## config.mk

```make
export PLATFORM = sky130hd
export DESIGN_NAME = team_06_i2s_tx
export DESIGN_NICKNAME = d
export VERILOG_FILES = /design/src/rtl/team_06_i2s_tx.sv
export SDC_FILE = /design/constraint.sdc
export NUM_CORES = 1
export LEC_CHECK = 0
export BUFFER_PORTS_ARGS = -buffer_cell sky130_fd_sc_hd__buf_2
export CAP_MARGIN = 20
export CORE_MARGIN = 2
export CORE_UTILIZATION = 55
export DETAILED_ROUTE_END_ITERATION = 6
export PLACE_DENSITY = 0.83
export SYNTH_ARGS = -nofsm -noshare
export SYNTH_HDL_FRONTEND = slang
export SYNTH_SLANG_ARGS = --single-unit
```

## constraint.sdc

```tcl
create_clock -name clk -period 3 [get_ports clk]
set_input_delay 0.45 -clock clk [delete_from_list [all_inputs] [get_ports clk]]
set_output_delay 0.45 -clock clk [all_outputs]
set_load 0.02 [all_outputs]
```

## src/rtl/team_06_i2s_tx.sv

```systemverilog
// team_06_i2s_tx
// I2S-style serial transmitter for the audio DAC path. Accepts 8-bit samples
// over a valid/ready handshake into a one-deep holding register. Each 16-bit
// frame sends that sample MSB first in both the left and the right slot. The
// bit clock is derived from clk. Data and word select change only on bit-clock
// falling edges, so a rising-edge sampler in the DAC captures them cleanly.
//
// Ports
//   clk           system clock, rising edge
//   rst           synchronous, active-high reset
//   sample_in     8-bit unsigned sample
//   sample_valid  sample_in valid this cycle
//   sample_ready  holding register empty (transfer on valid && ready)
//   i2s_sclk      bit clock, period 2*CLK_DIV clk cycles
//   i2s_ws        word select, 0 = left slot, 1 = right slot
//   i2s_sd        serial data, MSB first
//   frame_start   one-cycle pulse when a frame is loaded
//   underrun      one-cycle pulse when a frame loads with no sample held
//
// Parameter
//   CLK_DIV       clk cycles per bit-clock half period, 2..255

module team_06_i2s_tx #(
   parameter int unsigned CLK_DIV = 4
) (
   input  logic       clk,
   input  logic       rst,
   input  logic [7:0] sample_in,
   input  logic       sample_valid,
   output logic       sample_ready,
   output logic       i2s_sclk,
   output logic       i2s_ws,
   output logic       i2s_sd,
   output logic       frame_start,
   output logic       underrun
);

   localparam int unsigned DW = (CLK_DIV > 2) ? $clog2(CLK_DIV) : 1;
   localparam logic [DW-1:0] DIV_LAST = DW'(CLK_DIV - 1);

   logic [DW-1:0] r_div_cnt;
   logic          r_sclk;
   logic [3:0]    r_idx;
   logic [7:0]    r_hold;
   logic          r_hold_full;
   logic [7:0]    r_frame;
   logic          r_ws;
   logic          r_sd;
   logic          r_frame_start;
   logic          r_underrun;

   logic          w_toggle;
   logic          w_fall;
   logic [3:0]    w_idx_next;
   logic          w_load;
   logic          w_accept;
   logic [7:0]    w_frame_next;
   logic          w_sd_next;
   logic          w_ws_next;

   assign w_toggle   = (r_div_cnt == DIV_LAST);
   // The toggle cycle while sclk is high is the falling edge of the bit clock.
   assign w_fall     = w_toggle & r_sclk;
   assign w_idx_next = r_idx + 4'd1;
   // The frame boundary is the fall event where the bit index wraps 15 -> 0.
   assign w_load     = w_fall & (w_idx_next == 4'd0);
   assign w_accept   = sample_valid & ~r_hold_full;

   // The load looks only at the pre-edge hold state: a sample accepted on the
   // load edge waits for the next frame, and this frame carries zeros.
   always_comb begin
      w_frame_next = r_frame;
      if (w_load) begin
         w_frame_next = r_hold_full ? r_hold : 8'h00;
      end
   end

   // Bit 7 - (k mod 8) equals the inverted low three bits of k. The newly
   // loaded frame is used, so the MSB appears at the load edge itself.
   assign w_sd_next = w_frame_next[~w_idx_next[2:0]];
   // WS leads each slot by one bit period: high for k = 7..14.
   assign w_ws_next = (w_idx_next >= 4'd7) && (w_idx_next <= 4'd14);

   always_ff @(posedge clk) begin
      if (rst) begin
         r_div_cnt     <= '0;
         r_sclk        <= 1'b0;
         r_idx         <= 4'd15;
         r_hold        <= 8'h00;
         r_hold_full   <= 1'b0;
         r_frame       <= 8'h00;
         r_ws          <= 1'b0;
         r_sd          <= 1'b0;
         r_frame_start <= 1'b0;
         r_underrun    <= 1'b0;
      end else begin
         r_frame_start <= 1'b0;
         r_underrun    <= 1'b0;

         if (w_toggle) begin
            r_div_cnt <= '0;
            r_sclk    <= ~r_sclk;
         end else begin
            r_div_cnt <= r_div_cnt + DW'(1);
         end

         if (w_fall) begin
            r_idx <= w_idx_next;
            r_sd  <= w_sd_next;
            r_ws  <= w_ws_next;
         end

         if (w_load) begin
            r_frame       <= w_frame_next;
            r_frame_start <= 1'b1;
            r_underrun    <= ~r_hold_full;
         end

         // Accept only happens while empty, and a load only drains while full,
         // so the two never compete for r_hold_full in the same cycle.
         if (w_accept) begin
            r_hold      <= sample_in;
            r_hold_full <= 1'b1;
         end else if (w_load && r_hold_full) begin
            r_hold_full <= 1'b0;
         end
      end
   end

   assign sample_ready = ~r_hold_full;
   assign i2s_sclk     = r_sclk;
   assign i2s_ws       = r_ws;
   assign i2s_sd       = r_sd;
   assign frame_start  = r_frame_start;
   assign underrun     = r_underrun;

endmodule

```

[Word level (Yosys, flattened, before mapping)]
Index checks and enable logic that the tools add are counted.
Cells by class
  add/subtract/negate cells: 2
  magnitude comparators: 3
  equal/unequal tests: 1
  multiplexer cells: 7
  bitwise operators: 7
  reductions and logical operators: 6
Operators with widths (count)
  two-way mux 8 bit: 2
  adder 4 x 1 -> 4 bit, second input constant: 1
  >= comparator 4 x 3 -> 1 bit, second input constant: 1
  less-or-equal comparator 4 bit, second input constant: 1
  zero test 4 bit: 1
  < comparator 3 x 4 -> 1 bit, second input constant: 1
  two-way mux 1 bit: 4
  OR reduction 2 bit: 2
  AND 1 bit: 3
  binary-select mux 1 bit (select 3 bit): 1
  inverter 1 bit: 3
  inverter 3 bit: 1
  adder 2 x 1 -> 2 bit, second input constant: 1
  == test 2 bit, second input constant: 1
  logical AND 1 bit: 2
  nonzero test 2 bit: 1
Storage, ports and cells
  flip-flop bits (word level): 28
  bits of input ports: 11
  output and inout bits: 6
  logic and storage cells: 36

[Logic depth before layout (Yosys ltp)]
Gate-level depths: netlist of the first run.
  depth after elaboration: 6
  gate-level depth with buffers: 9
  gate-level depth less buffers: 7

[Worst setup path before layout of the first run]
No wires, ideal clock.
  path type: flip-flop to flip-flop
  from: register r_idx[0]
  to: register r_sd (netlist: i2s_sd)
  setup time: 0.057 ns
  arrival: 2.019 ns
  data required time: 2.943 ns
  path slack: 0.924 ns
  stages on the path, launching flop included: 8
  buffers on the path: 0
  period minus slack after synthesis: 2.076 ns
  cell sequence: dfxtp_1 -> ha_1 -> xor2_2 -> a211oi_2 -> mux2_4 -> a2111oi_4 -> a22o_1 -> a31o_2
On the way
  cells in the longest elaborated chain, start to end: 6
  elaborated cells between the ends (all ways): 7
  those cells by class: add/sub (1); mux (3); bitwise (2); reduce/logical (1)
RTL lines
  start: declaration: line 43  | logic [3:0] r_idx;
  start signal: assignment: line 108  | r_idx <= w_idx_next;
  adder 4 x 1 -> 4 bit *: line 64  | assign w_idx_next = r_idx + 4'd1;
  zero test 4 bit: line 66  | assign w_load = w_fall & (w_idx_next == 4'd0);
  AND 1 bit: line 66
  two-way mux 8 bit: line 73  | if (w_load) begin
  binary-select mux 1 bit (select 3 bit) *: line 80  | assign w_sd_next = w_frame_next[~w_idx_next[2:0]];
  two-way mux 1 bit (implied by the code) *: line 80
  end signal: assignment: line 109  | r_sd <= w_sd_next;
  end: declaration: line 48  | logic r_sd;
Mark *: on every way between the ends. The rest lies on a longest branch, timed or not. The select of a mux whose other input is x is not followed.
A chain may end at the register's enable or synchronous reset.

[Worst setup path after layout of the first run]
Same ends and word-level chain as after synthesis.

==> flow_summary.toml, run 1 <==
[status]
run_status = "finished clean"

[power_and_ir_drop]
powerDensity_mw_per_mm2 = 483
power.leakage_nw = 0.577
peakVddDrop_v = 0.000439

[critical_path]
r2r_slack_ns = 0.59
critPathRequiredTime_ns = 3.30
cp_max_fo = 8
setup.worst_path.start = "r_idx[0]$_SDFFE_PP1P_"
crit_path_end_kind = "flip-flop"
cp-endpoint = "i2s_sd$_SDFFE_PP0P_"
reg2reg_to = "i2s_sd$_SDFFE_PP0P_"
r2r_cells = 7
rr_startpoint = "r_idx[0]$_SDFFE_PP1P_"
critPathLaunchType = "flip-flop"
path_class = "flip-flop to flip-flop"
arrival_ns = 2.71

[finish]
drive_gt1_frac = 0.166
final-instance-count-excl-fill = 197
fin_nets = 186
area_growth_pct = 10.9
diodes = 0
fin_area_sq_mm = 0.00144

[timing]
min_period_ns = 2.41
final_hold_viol_count = 0
skew_ns = 0.00792
max_freq_mhz = 415
timing.final.crit_share = 0.803
worst_pin_slew_ns = 0.562
setup_viol = 0
fin_tns_setup_ns = 0
relSlewSlack = 0.625
grt_setup_unrepaired = "false"
drv_slew = 0

[route]
wl_met2_um = 1220
wl_met3_um = 123
dr.max_layer_used = "met4"
dr.pass1.iters = 5
drtIter0Drc = 30
drt-met1-wl_um = 1100
vias_per_cell = 5.52
num_vias = 1088
ant_nets = 0
drc = 0
wl_per_cell_um = 12.6
routed_wl_um = 2490

[synth]
synthCells = 156
yosysTopAreaCellShare = 0.433
syn_avg_cell_area_sq_um = 8.30
syn-cell-area_sq_mm = 0.00129
async_flop_share = 0
ys_ff_latch = 28
ys_seq_area_frac = 0.433
synth_most_common_cell = "dfxtp_1"
synth_edf_count = 0
synth_top_cell_by_area = "dfxtp_1"
synthFlopType = "dfxtp_1"
synthTopCellsByCount = "dfxtp_1 (28), nand2_1 (25), nor2_1 (20)"
synth_cell_types = 36
synth.area.top_cells = "dfxtp_1 (43%), nand2_1 (7.2%), a21oi_1 (7.0%), nor2_1 (5.8%), ha_1 (4.8%)"
synth_fp_nets = 172
yosysWarnings = 0

[die]
ios = 17
coreArea_sq_mm = 0.00221
die-area_sq_mm = 0.00276
fp.dieW_um = 52.5
die_height_um = 52.5
initial_utilization = 0.585
num_rows = 17

[placement]
numPlacedInstances = 193
place_congestion = 0.870
port_buffers = 16
place_area_sq_mm = 0.00138
dp.final_hpwl_um = 1810

[worst_hold_path]
hp-start = "sample_in[7]"
hp-class = "input pin to flip-flop"

[clocking]
cts_buffer_depth = 2
cts_setup_buffers = 0
cts_hold_buf = 0
cts_tree = "done"
h-tree-depth = 1
clkTransAtPathRegs_ns = 0.15
clockRootBuffer = "clkbuf_4"
clkSinkCount = 28
numCtsBuffers = 3
clock_latency_ns = 0.34
cts_resized = 0

[global_routing]
grt_max_degree = 31
grt_pass1_vias = 1008
antenna_found_initial = 0
grt_pass1_wl_um = 4250
grt.overflow.total = 0
gr-usage-all-layers = 0.208

[run]
maxCapViolations = 0
## cells by family (layout without fill, tap and decap cells)
group | after synthesis | in the layout | synth area share
xor+xnor | 5 | 5 | 0.0396
compound gates | 33 | 33 | 0.180
simple gates | 70 | 70 | 0.242
flops | 28 | 28 | 0.433
mux | 2 | 2 | 0.0203
fa+ha+maj | 5 | 5 | 0.0483
buf+inv | 13 | 26 | 0.0377
## registers in the layout, indices dropped and copies added, names as in the netlist
signal / flops
frame_start: 1
i2s_sclk: 1
i2s_sd: 1
i2s_ws: 1
r_div_cnt: 2
r_frame: 8
r_hold: 8
r_hold_full: 1
r_idx: 4
underrun: 1
## layout by cell type (no fill, tap or decap), types with 3 or more instances in the layout
cell type  count
nand3_1        7
nor3_1         6
dfxtp_1       28
nand2_1       25
ha_1           5
inv_1          5
nand2b_1       3
buf_2         16
nor2_1        20
a21oi_1       18
clkbuf_4       3
## through the flow
step | power, W | hold WS [ns] | setup slack, ns | utilization
floorplan | 0.000439 | 0.404 | 0.924 | -
global route | 0.000719 | 0.329 | 0.482 | 0.649
global placement | 0.000453 | 0.412 | 0.754 | 0.626
detailed placement | 0.000455 | 0.423 | 0.658 | 0.626
finish | 0.000694 | 0.324 | 0.591 | 0.649
CTS | 0.000695 | 0.325 | 0.644 | 0.649
## power by group
group | total, W | internal, W | switching, W
registers | 0.000396 | 0.000385 | 0.0000109
clock network | 0.000247 | 0.000135 | 0.000112
logic | 0.0000515 | 0.0000200 | 0.0000315
## layout make-up
cell class | instances | area, sq um
fill | 185 | 776
multi-input combinational | 115 | 686
sequential | 28 | 561
timing repair buffer | 16 | 80.1
tap | 28 | 35.0
clock inverter | 1 | 30.0
clock buffer | 3 | 22.5
inverter | 6 | 22.5
## worst min path at each step
stage                               to  slack, ns  depth (start not counted)
2_1_floorplan  r_div_cnt[0]$_SDFF_PP0_       0.40                          1
3_5_place_dp   r_div_cnt[0]$_SDFF_PP0_       0.42                          1
5_1_grt         r_hold[4]$_SDFFE_PP0P_       0.33                          3
3_3_place_gp   r_div_cnt[0]$_SDFF_PP0_       0.41                          1
4_1_cts         r_hold[7]$_SDFFE_PP0P_       0.32                          3
6_report        r_hold[7]$_SDFFE_PP0P_       0.32                          3
## per-layer routing
| metal | track usage | vias up |
|---|---|---|
| li1 | - | 563 |
| met1 | 0.257 | 486 |
| met4 | 0.0855 | 0 |
| met3 | 0.0400 | 6 |
| met5 | 0 | - |
| met2 | 0.352 | 33 |
## worst max-delay path: stages (launching register included)
cell,delay (ns)
dfxtp_1,0.57
ha_1,0.27
xor2_2,0.14
nor3_1,0.41
mux2_2,0.40
a311oi_1,0.32
a22o_1,0.17
a31o_2,0.09
No activity file was read; power rests on OpenSTA's default activity.
==> run 2: changes to the inputs <==
--- a/config.mk
+++ b/config.mk
@@ -8,9 +8,9 @@
 export BUFFER_PORTS_ARGS = -buffer_cell sky130_fd_sc_hd__buf_2
 export CAP_MARGIN = 20
 export CORE_MARGIN = 2
-export CORE_UTILIZATION = 55
+export CORE_UTILIZATION = 50
 export DETAILED_ROUTE_END_ITERATION = 6
-export PLACE_DENSITY = 0.83
+export PLACE_DENSITY = 0.79
 export SYNTH_ARGS = -nofsm -noshare
 export SYNTH_HDL_FRONTEND = slang
 export SYNTH_SLANG_ARGS = --single-unit
==> constraint.sdc (replaced) <==
create_clock -name clk -period 1.95 [get_ports clk]
set_input_delay 0.2925 -clock clk [delete_from_list [all_inputs] [get_ports clk]]
set_output_delay 0.2925 -clock clk [all_outputs]
set_load 0.02 [all_outputs]
==> run 2 against run 1 <==
Against the previous run: fmax grew 24%; global-route usage increased by 0.24 points; non-clock buffer count grew 13.
==> flow_summary.toml, run 2 (synthesis results as in run 1) <==
[route]
ant_nets = 0
routed_wl_um = 2950
wl_met3_um = 164
drt-met1-wl_um = 1230
wl_per_cell_um = 13.9
drtIter0Drc = 32
drc = 0
dr.max_layer_used = "met4"
vias_per_cell = 5.53
num_vias = 1172
wl_met2_um = 1500
dr.pass1.iters = 4

[global_routing]
grt.overflow.total = 0
grt_max_degree = 31
gr-usage-all-layers = 0.210
antenna_found_initial = 0
grt_pass1_vias = 1109
grt_pass1_wl_um = 4570

[finish]
fin_nets = 199
area_growth_pct = 26.3
fillers = 199
drive_gt1_frac = 0.319
largest_registers = "r_frame x8, r_hold x8, r_idx x4"
diodes = 0
multi_input_area_sq_um = 790
fin_util = 0.666
layout_commonest_cell = "nand2_1"
seq_area_sq_um = 572
final_cell_mix = "nand2_1 (25), dfxtp_1 (23), nor2_1 (19)"
final-instance-count-excl-fill = 212

[critical_path]
arrival_ns = 2.23
crit_path_end_kind = "flip-flop"
critPathRequiredTime_ns = 2.24
path_class = "flip-flop to flip-flop"
cp_max_fo = 5
critPathLaunchType = "flip-flop"

[clocking]
clkSinkCount = 28
clkTransAtPathRegs_ns = 0.16
h-tree-depth = 1
cts_buffer_depth = 2
numCtsBuffers = 3
clockRootBuffer = "clkbuf_4"
clock_latency_ns = 0.34
cts_tree = "done"

[timing]
timing.final.crit_share = 0.994
setup_ws_ns = 0.0118
min_period_ns = 1.94
holdWs_ns = 0.165
setup_viol = 0
relSlewSlack = 0.632
final_hold_viol_count = 0
worst_pin_slew_ns = 0.552
skew_ns = 0.0108
max_freq_mhz = 516
drv_slew = 0

[run]
maxCapViolations = 0

[power_and_ir_drop]
power.leakage_nw = 0.651
peakVddDrop_v = 0.000607
powerDensity_mw_per_mm2 = 610
p_total_w = 0.000998

[die]
ios = 17
fp.dieW_um = 54.9
num_rows = 18
coreArea_sq_mm = 0.00245
initial_utilization = 0.528
die_height_um = 54.9
die-area_sq_mm = 0.00301

[placement]
numPlacedInstances = 208
dp.final_hpwl_um = 1970
port_buffers = 16
place_worst_setup_slack_ns = -0.0732
place_congestion = 0.898

[status]
run_status = "finished clean"

[worst_hold_path]
hp-class = "input pin to flip-flop"
==> run 2: worst paths after layout <==
| kind | start | cells after the start | slack, ns | end |
|---|---|---|---|---|
| worst max-delay path | r_idx[1]$_SDFFE_PP1P_ | 7 | 0.01 | i2s_sd$_SDFFE_PP0P_ |
| worst max register to register | r_idx[1]$_SDFFE_PP1P_ | 7 | 0.01 | i2s_sd$_SDFFE_PP0P_ |
| worst min-delay path | sample_in[0] | 3 | 0.16 | r_hold[0]$_SDFFE_PP0P_ |
| worst min register to register | r_div_cnt[0]$_SDFF_PP0_ | 1 | 0.42 | r_div_cnt[0]$_SDFF_PP0_ |
==> run 2: timing repair <==
item,CTS,global route
buffers inserted,0,0
gates resized for setup,4,17
setup endpoints to repair,1,1
hold buffers,0,0
pin swaps,4,2
==> run 2: metal layers <==
| metal | GRT usage | vias up |
|---|---|---|
| met5 | 0 | - |
| met4 | 0.106 | 0 |
| met3 | 0.0376 | 7 |
| met2 | 0.363 | 44 |
| met1 | 0.250 | 541 |
| li1 | - | 580 |
==> run 2: report_power, final <==
group,switching [W],internal (W)
clock,0.000179,0.000115
combinational,0.0000584,0.0000419
sequential,0.0000137,0.000590
total,0.000252,0.000747
==> run 2: layout make-up <==
class | count | share of cell area
timing repair buffer | 29 | 0.109
clock buffer | 4 | 0.0222
tap | 30 | 0.0230
sequential | 28 | 0.350
multi-input combinational | 115 | 0.483
inverter | 6 | 0.0138
==> run 2: worst max-delay path, cell delays in order (launching register included) <==
cell and delay (ns):
dfxtp_4 0.39, ha_4 0.17, xor2_4 0.18, nor3_4 0.23, mux2_2 0.37, a311oi_2 0.28, a22o_1 0.16, a31o_2 0.09
==> run 2: stage by stage <==
stage	area [sq um]	setup TNS, ns
2_1_floorplan	1320	0
3_3_place_gp	1490	0
3_5_place_dp	1490	-0.0732
4_1_cts	1560	0
5_1_grt	1640	-0.0481
6_report	1640	0
==> run 3: changes to the inputs <==
--- a/config.mk
+++ b/config.mk
@@ -5,6 +5,7 @@
 export SDC_FILE = /design/constraint.sdc
 export NUM_CORES = 1
 export LEC_CHECK = 0
+export ABC_AREA = 1
 export BUFFER_PORTS_ARGS = -buffer_cell sky130_fd_sc_hd__buf_2
 export CAP_MARGIN = 20
 export CORE_MARGIN = 2
==> run 3 against run 2 <==
Against the previous run: synthesized area is 3.0% higher; clock skew hardly changed; sequential share of layout area is 3.7 points higher; fmax is 14% higher; first-iteration DRC count is 78% lower; count of clock-buffer cells in the layout is 1 lower; critical path depth is 7 higher; die area is 2.8% higher; synthesized cell count is 12% higher; critical endpoint unchanged; largest cell class unchanged.
==> flow_summary.toml, run 3 <==
[critical_path]
cp_max_fo = 10
path_class = "flip-flop to flip-flop"
cp_slowest_stage_delay_ns = 0.36
path_cells = "ha_1 -> nand2_4 -> clkinv_4 -> nand3_4 -> nor2_4 -> nand2_4 -> nand2_1 -> nand3_1 -> nand3_1 -> nand2_1 -> nand2_1 -> nand3_1 -> nand2_1 -> inv_1"
critPathTopFamily = "simple AND/OR/NAND/NOR gates"
crit_path_end_kind = "flip-flop"
setup.worst_path.start = "r_div_cnt[0]$_SDFF_PP0_"
rr_startpoint = "r_div_cnt[0]$_SDFF_PP0_"
r2r_cells = 14
r2r_slack_ns = 0.26
critPathLaunchType = "flip-flop"
reg2reg_to = "i2s_sd$_SDFFE_PP0P_"
arrival_ns = 1.95
slowest_stage = "dfxtp_1"
critPathRequiredTime_ns = 2.20
cp_num_buf_inv = 2
cp_common_cell = "nand2_1"

[synth]
synthCells = 174
syn_avg_cell_area_sq_um = 7.67
synth.area.top_cells = "dfxtp_1 (42%), nand2_1 (11%), a21oi_1 (7.5%), nand3_1 (6.0%), inv_1 (5.1%)"
synth_cell_types = 25
syn-cell-area_sq_mm = 0.00133
synth_fp_nets = 190
synth_most_common_cell = "nand2_1"
yosysTopAreaCellShare = 0.420
synth_top_cell_by_area = "dfxtp_1"
async_flop_share = 0
yosysWarnings = 0
ys_ff_latch = 28
synthFlopType = "dfxtp_1"
ys_seq_area_frac = 0.420
synthTopCellsByCount = "nand2_1 (38), dfxtp_1 (28), a21oi_1 (20)"
synth_edf_count = 0

[route]
vias_per_cell = 5.19
wl_per_cell_um = 11.7
ant_nets = 0
routed_wl_um = 2580
drc = 0
drtIter0Drc = 7
dr.pass1.iters = 4
num_vias = 1142

[placement]
dp.final_hpwl_um = 2010
place_congestion = 0.816
place_worst_setup_slack_ns = 0.193
port_buffers = 16

[worst_hold_path]
hp-class = "input pin to flip-flop"
holdPathStages = 3
hp-start = "sample_in[5]"
min_to = "r_hold[5]$_SDFFE_PP0P_"

[power_and_ir_drop]
powerDensity_mw_per_mm2 = 641
p_int_w = 0.000702
switching_power_w = 0.000233
peakVddDrop_v = 0.000467
switching_share = 0.249
clkPwrFrac = 0.251
pwr-share-seq = 0.655
power.leakage_nw = 0.750
comb_power_share = 0.094

[finish]
fin_nets = 208
layout_commonest_cell = "nand2_1"
area_growth_pct = 9.29
multi_input_area_sq_um = 659
final_cell_mix = "nand2_1 (38), dfxtp_1 (26), a21oi_1 (20)"
fillers = 233
drive_gt1_frac = 0.195
largest_registers = "r_frame x8, r_hold x8, r_idx x4"
seq_area_sq_um = 563
diodes = 0

[global_routing]
grt.overflow.total = 0
antenna_found_initial = 0
gr-usage-all-layers = 0.180
grt_pass1_vias = 1028
grt_pass1_wl_um = 4440
grt_max_degree = 20

[clocking]
cts_resized = 0
numCtsBuffers = 3
clock_latency_ns = 0.33
h-tree-depth = 1
cts_buffer_depth = 2
clockRootBuffer = "clkbuf_4"
clkSinkCount = 28
cts_setup_buffers = 0
cts_hold_buf = 0
cts_tree = "done"
clkTransAtPathRegs_ns = 0.14

[die]
ios = 17
die_height_um = 55.7
fp.dieW_um = 55.7
coreArea_sq_mm = 0.00250
initial_utilization = 0.534
die-area_sq_mm = 0.00310
num_rows = 18

[timing]
timing.final.crit_share = 0.868
max_freq_mhz = 591
skew_ns = 0.0111
relSlewSlack = 0.778
min_period_ns = 1.69
fin_tns_setup_ns = 0
final_hold_viol_count = 0
worst_pin_slew_ns = 0.329
grt_setup_unrepaired = "false"
drv_slew = 0
setup_ws_ns = 0.257
setup_viol = 0

[run]
maxCapViolations = 0

[status]
run_status = "finished clean"
==> run 3: logic make-up (layout without fill, tap and decap cells) <==
kind of cell             Yosys count  in the layout  share of synthesized area
AO/OA/AOI/OAI                     34             34                      0.132
buffers and inverters             25             41                     0.0854
flip-flops                        28             28                      0.420
adder cells (fa/ha/maj)            5              5                     0.0469
AND/OR/NAND/NOR                   82             82                      0.315
==> run 3: worst max-delay path by stage <==
stage               slack (ns)  cells past startpoint                  end
floorplan                 0.36                     14  i2s_sd$_SDFFE_PP0P_
global placement          0.25                     12  i2s_sd$_SDFFE_PP0P_
detailed placement        0.19                     14  i2s_sd$_SDFFE_PP0P_
CTS                       0.18                     14  i2s_sd$_SDFFE_PP0P_
global route             0.002                     14  i2s_sd$_SDFFE_PP0P_
finish                    0.26                     14  i2s_sd$_SDFFE_PP0P_
==> run 3: power groups by stage <==
| stage | Sequential (W) | Combinational [W] | Clock (W) |
|---|---|---|---|
| after floorplan | 0.000619 | 0.0000695 | 0 |
| after global placement | 0.000624 | 0.0000855 | 0 |
| after detailed placement | 0.000625 | 0.0000888 | 0 |
| after CTS | 0.000613 | 0.0000887 | 0.000247 |
| after global routing | 0.000616 | 0.000101 | 0.000259 |
| final | 0.000612 | 0.0000883 | 0.000234 |
==> run 3: stage by stage <==
| stage | util | hold slack, ns | std cells | power, W | instance area (sq um) |
|---|---|---|---|---|---|
| 3_5_place_dp | 0.573 | 0.423 | 217 | 0.000714 | 1430 |
| 4_1_cts | 0.582 | 0.193 | 220 | 0.000948 | 1460 |
| 5_1_grt | 0.583 | 0.212 | 220 | 0.000976 | 1460 |
| 6_report | 0.583 | 0.198 | 220 | 0.000935 | 1460 |
| 2_1_floorplan | - | 0.403 | 174 | 0.000689 | 1330 |
| 3_3_place_gp | 0.573 | 0.412 | 217 | 0.000709 | 1430 |
==> run 3: worst min-delay path, delay by kind of cell <==
kind | cells | cell delay [ns]
AO/OA/AOI/OAI | 1 | 0.07
buffers and inverters | 1 | 0.07
AND/OR/NAND/NOR | 1 | 0.07
==> run 3: routing by layer <==
metal / GRT usage / vias to the layer above / share of wire
li1: - / 604 / -
met1: 0.220 / 517 / 0.46
met3: 0.0488 / 5 / 0.036
met2: 0.299 / 16 / 0.48
met4: 0.0732 / 0 / 0.020
met5: 0 / - / 0
==> run 3: area by class of cell <==
class / instances / area share
sequential: 28 / 0.386
inverter: 20 / 0.0549
multi-input combinational: 121 / 0.452
tap: 30 / 0.0258
clock buffer: 3 / 0.0155
timing repair buffer: 18 / 0.0652
